`config.mk`:
```
export PLATFORM = sky130hd
export DESIGN_NAME = mc_ctrl
export DESIGN_NICKNAME = d
export VERILOG_FILES = /design/src/rtl/mc_pkg.sv /design/src/rtl/mc_decode.sv /design/src/rtl/mc_ctrl.sv
export SDC_FILE = /design/constraint.sdc
export NUM_CORES = 1
export LEC_CHECK = 0
export ABC_CLOCK_PERIOD_IN_PS = 1120
export BUFFER_PORTS_ARGS = -buffer_cell sky130_fd_sc_hd__buf_2
export CORE_AREA = 2 2 39 41
export CTS_CLUSTER_DIAMETER = 200
export DETAILED_ROUTE_END_ITERATION = 10
export DIE_AREA = 0 0 41 43
export GPL_TIMING_DRIVEN = 0
export PLACE_DENSITY_LB_ADDON = 0.3
export SYNTH_ARGS = -nofsm -noshare
export SYNTH_HDL_FRONTEND = slang
export SYNTH_SLANG_ARGS = --single-unit
```
`constraint.sdc`:
```
create_clock -name clk -period 1.12 [get_ports clk]
set_clock_uncertainty 0.15 [all_clocks]
set_input_delay 0.112 -clock clk [delete_from_list [all_inputs] [get_ports clk]]
set_output_delay 0.112 -clock clk [all_outputs]
set_load 0.02 [all_outputs]
```
`src/rtl/mc_pkg.sv`:
```
`default_nettype none
// ============================================================================
//  Module      : mc_pkg
//  Description : Shared encodings for the multi-cycle MIPS control unit:
//                opcodes, functs, FSM states, datapath mux/ALU/extender
//                select codes and the decoded instruction-class record.
//  Revision    : 1.0  initial release
// ============================================================================
package mc_pkg;

    // Primary opcodes (IR[31:26])
    localparam logic [5:0] C_OP_RTYPE = 6'b000000;
    localparam logic [5:0] C_OP_ORI   = 6'b001101;
    localparam logic [5:0] C_OP_LUI   = 6'b001111;
    localparam logic [5:0] C_OP_LW    = 6'b100011;
    localparam logic [5:0] C_OP_SW    = 6'b101011;
    localparam logic [5:0] C_OP_BEQ   = 6'b000100;
    localparam logic [5:0] C_OP_J     = 6'b000010;
    localparam logic [5:0] C_OP_JAL   = 6'b000011;

    // R-type function codes (IR[5:0])
    localparam logic [5:0] C_FN_ADDU  = 6'b100001;
    localparam logic [5:0] C_FN_SUBU  = 6'b100011;
    localparam logic [5:0] C_FN_JR    = 6'b001000;

    // Controller states; codes 6 and 7 are illegal
    typedef enum logic [2:0] {
        S_FETCH = 3'd0,
        S_DCD   = 3'd1,
        S_EXE   = 3'd2,
        S_MEM   = 3'd3,
        S_WB    = 3'd4,
        S_BR    = 3'd5
    } state_t;

    // Immediate extender modes
    localparam logic [1:0] C_EOP_SIGN     = 2'b00;
    localparam logic [1:0] C_EOP_ZERO     = 2'b01;
    localparam logic [1:0] C_EOP_LUI      = 2'b10;
    localparam logic [1:0] C_EOP_SIGN_SL2 = 2'b11;

    // ALU operations
    localparam logic [2:0] C_ALU_ADD = 3'b000;
    localparam logic [2:0] C_ALU_SUB = 3'b001;
    localparam logic [2:0] C_ALU_OR  = 3'b010;

    // ALU B-operand source
    localparam logic       C_ALUSRC_RT  = 1'b0;
    localparam logic       C_ALUSRC_EXT = 1'b1;

    // Register-file destination select
    localparam logic [1:0] C_RD_RT = 2'b00;
    localparam logic [1:0] C_RD_RD = 2'b01;
    localparam logic [1:0] C_RD_RA = 2'b10;

    // Register-file write-data select
    localparam logic [1:0] C_WD_ALU = 2'b00;
    localparam logic [1:0] C_WD_DM  = 2'b01;
    localparam logic [1:0] C_WD_PC  = 2'b10;

    // Next-PC select
    localparam logic [1:0] C_NPC_PC4 = 2'b00;
    localparam logic [1:0] C_NPC_BR  = 2'b01;
    localparam logic [1:0] C_NPC_J   = 2'b10;
    localparam logic [1:0] C_NPC_JR  = 2'b11;

    // One-hot instruction class produced by mc_decode
    typedef struct packed {
        logic rtype_alu;
        logic ori;
        logic lui;
        logic lw;
        logic sw;
        logic beq;
        logic j;
        logic jal;
        logic jr;
        logic unknown;
    } iclass_t;

endpackage : mc_pkg
`default_nettype wire

```
`src/rtl/mc_decode.sv`:
```
`default_nettype none
// ============================================================================
//  Module      : mc_decode
//  Description : Combinational op/funct to one-hot instruction class.
//                Jumps (j, jal, jr) are recognised only when MC_CTRL_JAL_EN
//                is defined; otherwise they fall into the unknown class.
//  Revision    : 1.0  initial release
// ============================================================================
module mc_decode
    import mc_pkg::*;
(
    input  logic [5:0] op,
    input  logic [5:0] funct,
    output iclass_t    cls
);

    // Classify the instruction held in IR; anything unmatched is unknown
    always_comb begin
        cls = '0;
        case (op)
            C_OP_RTYPE: begin
                if (funct == C_FN_ADDU || funct == C_FN_SUBU) begin
                    cls.rtype_alu = 1'b1;
                end
`ifdef MC_CTRL_JAL_EN
                if (funct == C_FN_JR) begin
                    cls.jr = 1'b1;
                end
`endif
            end
            C_OP_ORI: cls.ori = 1'b1;
            C_OP_LUI: cls.lui = 1'b1;
            C_OP_LW:  cls.lw  = 1'b1;
            C_OP_SW:  cls.sw  = 1'b1;
            C_OP_BEQ: cls.beq = 1'b1;
`ifdef MC_CTRL_JAL_EN
            C_OP_J:   cls.j   = 1'b1;
            C_OP_JAL: cls.jal = 1'b1;
`endif
            default: ;
        endcase
        cls.unknown = ~(cls.rtype_alu | cls.ori | cls.lui | cls.lw | cls.sw |
                        cls.beq | cls.j | cls.jal | cls.jr);
    end

endmodule : mc_decode
`default_nettype wire

```
`src/rtl/mc_ctrl.sv`:
```
`default_nettype none
// ============================================================================
//  Module      : mc_ctrl
//  Description : Multi-cycle MIPS control unit. A state register sequences
//                FETCH/DCD/EXE/MEM/WB/BR; all datapath controls are
//                combinational from state, op, funct and zero.
//                Optional macro MC_CTRL_JAL_EN enables j/jal/jr decoding.
//  Revision    : 1.0  initial release
// ============================================================================
module mc_ctrl
    import mc_pkg::*;
(
    input  logic       clk,
    input  logic       reset,
    input  logic [5:0] op,
    input  logic [5:0] funct,
    input  logic       zero,
    output logic       PCWr,
    output logic       IRWr,
    output logic       RFWr,
    output logic       DMWr,
    output logic [1:0] EOp,
    output logic [2:0] ALUOp,
    output logic       ALUSrc,
    output logic [1:0] RegDst,
    output logic [1:0] WDSel,
    output logic [1:0] NPCOp,
    output logic [2:0] state
);

    state_t  r_state;
    state_t  w_next;
    iclass_t w_cls;
    logic    w_pcwr;
    logic    w_irwr;
    logic    w_rfwr;
    logic    w_dmwr;

    mc_decode u_decode (
        .op    (op),
        .funct (funct),
        .cls   (w_cls)
    );

    // State register; reset (and any illegal code, via w_next) lands in FETCH
    always_ff @(posedge clk) begin
        if (reset) begin
            r_state <= S_FETCH;
        end else begin
            r_state <= w_next;
        end
    end

    // Per-state next-state and datapath control decode
    always_comb begin
        w_next = S_FETCH;
        w_pcwr = 1'b0;
        w_irwr = 1'b0;
        w_rfwr = 1'b0;
        w_dmwr = 1'b0;
        EOp    = C_EOP_SIGN;
        ALUOp  = C_ALU_ADD;
        ALUSrc = C_ALUSRC_RT;
        RegDst = C_RD_RT;
        WDSel  = C_WD_ALU;
        NPCOp  = C_NPC_PC4;
        case (r_state)
            S_FETCH: begin
                // op/funct are stale here: IR loads at the end of this cycle
                w_irwr = 1'b1;
                w_pcwr = 1'b1;
                w_next = S_DCD;
            end
            S_DCD: begin
                if (w_cls.rtype_alu | w_cls.ori | w_cls.lui | w_cls.lw | w_cls.sw) begin
                    w_next = S_EXE;
                end else if (w_cls.beq) begin
                    w_next = S_BR;
                end else if (w_cls.unknown) begin
                    w_next = S_FETCH;
                end
                if (w_cls.j | w_cls.jal) begin
                    w_pcwr = 1'b1;
                    NPCOp  = C_NPC_J;
                end
                if (w_cls.jal) begin
                    // PC was already advanced in FETCH, so it holds the link value
                    w_rfwr = 1'b1;
                    RegDst = C_RD_RA;
                    WDSel  = C_WD_PC;
                end
                if (w_cls.jr) begin
                    w_pcwr = 1'b1;
                    NPCOp  = C_NPC_JR;
                end
            end
            S_EXE: begin
                if (w_cls.rtype_alu) begin
                    ALUOp  = (funct == C_FN_SUBU) ? C_ALU_SUB : C_ALU_ADD;
                    ALUSrc = C_ALUSRC_RT;
                end else if (w_cls.ori) begin
                    ALUOp  = C_ALU_OR;
                    ALUSrc = C_ALUSRC_EXT;
                    EOp    = C_EOP_ZERO;
                end else if (w_cls.lui) begin
                    ALUOp  = C_ALU_ADD;
                    ALUSrc = C_ALUSRC_EXT;
                    EOp    = C_EOP_LUI;
                end else if (w_cls.lw | w_cls.sw) begin
                    ALUOp  = C_ALU_ADD;
                    ALUSrc = C_ALUSRC_EXT;
                    EOp    = C_EOP_SIGN;
                end
                w_next = (w_cls.lw | w_cls.sw) ? S_MEM : S_WB;
            end
            S_MEM: begin
                w_dmwr = w_cls.sw;
                w_next = w_cls.lw ? S_WB : S_FETCH;
            end
            S_WB: begin
                w_rfwr = 1'b1;
                RegDst = w_cls.rtype_alu ? C_RD_RD : C_RD_RT;
                WDSel  = w_cls.lw ? C_WD_DM : C_WD_ALU;
                w_next = S_FETCH;
            end
            S_BR: begin
                ALUOp  = C_ALU_SUB;
                ALUSrc = C_ALUSRC_RT;
                EOp    = C_EOP_SIGN_SL2;
                NPCOp  = C_NPC_BR;
                w_pcwr = zero;
                w_next = S_FETCH;
            end
            default: w_next = S_FETCH;
        endcase
    end

    // Reset suppresses every write so an abandoned instruction leaves no trace
    assign PCWr  = w_pcwr & ~reset;
    assign IRWr  = w_irwr & ~reset;
    assign RFWr  = w_rfwr & ~reset;
    assign DMWr  = w_dmwr & ~reset;
    assign state = r_state;

endmodule : mc_ctrl
`default_nettype wire
```
==> flow_metrics.env <==
export IMPL_status="finished, violations left"
export IMPL_finalWorstSetupSlack_ps=-432
export IMPL_io_buffer_count=29
export IMPL_crit_type="flop to primary output"
export IMPL_clock_sinks=3
export IMPL_first_iter_violations=4
export IMPL_synth_area_leaders="dfxtp_1 15%, buf_4 7.3%, nor2_1 6.3%"
export IMPL_wl_per_cell_um=13.8
export IMPL_layout_common_cells="19 x buf_4, 17 x buf_2, 14 x buf_6"
export IMPL_n_antenna_cell=0
export IMPL_grt_pass1_vias=608
export IMPL_die_w_um=41
export IMPL_ys_ff_latch=3
export IMPL_irDropWorstVdd_uv=395
export IMPL_hold_viol=0
export IMPL_power_density_mw_per_mm2=538
export IMPL_die_area_sq_mm=0.00176
export IMPL_syn_avg_cell_area_sq_um=7.27
export IMPL_fin_util=0.745
export IMPL_cts_htree_levels=1
export IMPL_finalPower_mw=0.554
export IMPL_fmax_mhz=644
export IMPL_hold_path_class="input pin to flop"
export IMPL_grt_pass1_wl_um=2640
export IMPL_cts_made_buffers=3
export IMPL_antenna_found_initial=0
export IMPL_grt_max_degree=9
export IMPL_ys_warn_count=0
export IMPL_r2r_setup_slack_ps=-290
export IMPL_violations="setup timing"
export IMPL_min_period_ps=1550
export IMPL_area_delta_synth_final_pct=149
export IMPL_wl_um=1730
export IMPL_coreArea_sq_mm=0.00138
export IMPL_path_clk_slew_ps=40
export IMPL_arrival_ps=1290
export IMPL_cp_end_kind="primary output"
export IMPL_cp_start_kind="flop"
export IMPL_crit_required_ps=860
export IMPL_holdWs_ps=38.3
export IMPL_gp_congestion=0.806
export IMPL_hpwl_um=1040
export IMPL_multi_input_area_sq_um=482
export IMPL_ios=34
export IMPL_reg2reg_from="state[2]$_SDFF_PP0_"
export IMPL_yosysTopAreaCell="dfxtp_1"
export IMPL_first_pass_iters=4
export IMPL_cts_path_max_buffers=2
export IMPL_reg2reg_to="state[2]$_SDFF_PP0_"
export IMPL_hold_start="op[0]"
export IMPL_largest_reg_flops=3
export IMPL_setup_viol=15
export IMPL_min_path_cells=3
export IMPL_worstRegToRegCells=5
export IMPL_die_y_um=43
export IMPL_start_util=0.299
export IMPL_power_leakage_nw=0.510
export IMPL_netlist_area_sq_um=414
export IMPL_mostFrequentLayoutCell="buf_4"
export IMPL_final_layout_size_suffix_gt1_frac=0.791
export IMPL_nFillCells=105
export IMPL_netlist_instances=57
export IMPL_fin_crit_sh=1.39
export IMPL_clk_latency_ps=230
export IMPL_drc=0
export IMPL_num_rows=14
export IMPL_ys_types=28
export IMPL_yosysTopAreaCellShare=0.145
export IMPL_grt_remaining_overflow=0
export IMPL_drv_slew=0
export IMPL_rsz0062_at_grt="true"
export IMPL_vias=624
export IMPL_detail_route_vias_per_cell=4.95
export IMPL_grt_use_total=0.216
export IMPL_dp_slack_ps=-400
export IMPL_cp_max_fo=4
export IMPL_fin_setup_tns_ps=-5090
export IMPL_regArea_sq_um=71.3
export IMPL_holdPathEnd="state[0]$_SDFF_PP0_"
export IMPL_cts_tree="yes"
export IMPL_nNetsFinal=126
export IMPL_drv_cap=0
export IMPL_antenna_left=0
export IMPL_cts_root_buf="clkbuf_4"
export IMPL_yosysSeqAreaShare=0.145
-- critical path: stages (launching register included) --
cell	delay (ps)
dfxtp_4	340
buf_4	150
or2_4	260
nor3_4	170
buf_6	140
-- where the power goes --
group	total (mW)	switching, mW	leakage (nW)	internal (mW)
Clock	0.188	0.0542	0.0150	0.133
Sequential	0.112	0.00540	0.0266	0.106
Combinational	0.255	0.124	0.469	0.130
-- how the worst max path moves through the flow --
| stage | start | end | depth (start not counted) |
|---|---|---|---|
| 2_1_floorplan | state[0]$_SDFF_PP0_ | EOp[0] | 4 |
| 3_5_place_dp | op[1] | ALUOp[0] | 5 |
| 6_report | state[2]$_SDFF_PP0_ | IRWr | 4 |
| 4_1_cts | state[0]$_SDFF_PP0_ | EOp[0] | 4 |
| 3_3_place_gp | op[2] | ALUOp[0] | 5 |
| 5_1_grt | state[2]$_SDFF_PP0_ | EOp[1] | 4 |
-- through the flow --
| step | cell area (sq um) | instances |
|---|---|---|
| 2_1_floorplan | 546 | 60 |
| 3_3_place_gp | 711 | 105 |
| 3_5_place_dp | 711 | 105 |
| 4_1_cts | 926 | 119 |
| 5_1_grt | 1030 | 126 |
| 6_report | 1030 | 126 |
-- metal layers --
| metal | vias to the layer above | global-route usage | wire length (um) |
|---|---|---|---|
| li1 | 306 | - | - |
| met1 | 291 | 0.247 | 678 |
| met2 | 23 | 0.372 | 932 |
| met3 | 4 | 0.0366 | 99 |
| met4 | 0 | 0.0800 | 23 |
| met5 | - | 0 | 0 |
-- cell type report --
type                       count  share of cell area
multi-input combinational     48               0.467
timing repair buffer          47               0.364
sequential                     3              0.0692
buffer                         5              0.0437
clock buffer                   4              0.0255
tap                           16              0.0194
inverter                       3              0.0109
-- synthesized netlist by cell type --
cell,number
and4bb_2,1
nor2b_1,3
nor4_4,1
nor2_1,7
buf_4,4
nand3_1,2
or2_2,1
buf_2,2
nand4b_2,1
a211oi_2,1
inv_1,3
dfxtp_1,3
and2_1,1
a31oi_1,2
conb_1,1
o21ai_1,4
nor3_1,4
nor4b_1,2
and2b_1,1
and3b_1,1
and3b_2,1
nand4_1,2
nand2_1,4
o311ai_2,1
nand4bb_1,1
nand3b_1,1
and3_1,1
a21oi_1,1
-- what timing repair did --
action	4_1_cts	5_1_grt
buffers inserted	11	7
gates resized for setup	32	9
endpoints found under the setup margin	15	15
pin swaps	7	8
endpoints found under the hold margin	0	0
hold buffers	0	0
-- logic make-up (layout without fill, tap and decap cells) --
| kind of cell | Yosys count | after routing | synth area share |
|---|---|---|---|
| simple gates | 35 | 35 | 0.562 |
| compound gates | 9 | 9 | 0.160 |
| buf+inv | 9 | 59 | 0.124 |
| other cells | 1 | 4 | 0.00905 |
| flops | 3 | 3 | 0.145 |
Power figures use the tool's default switching activity.
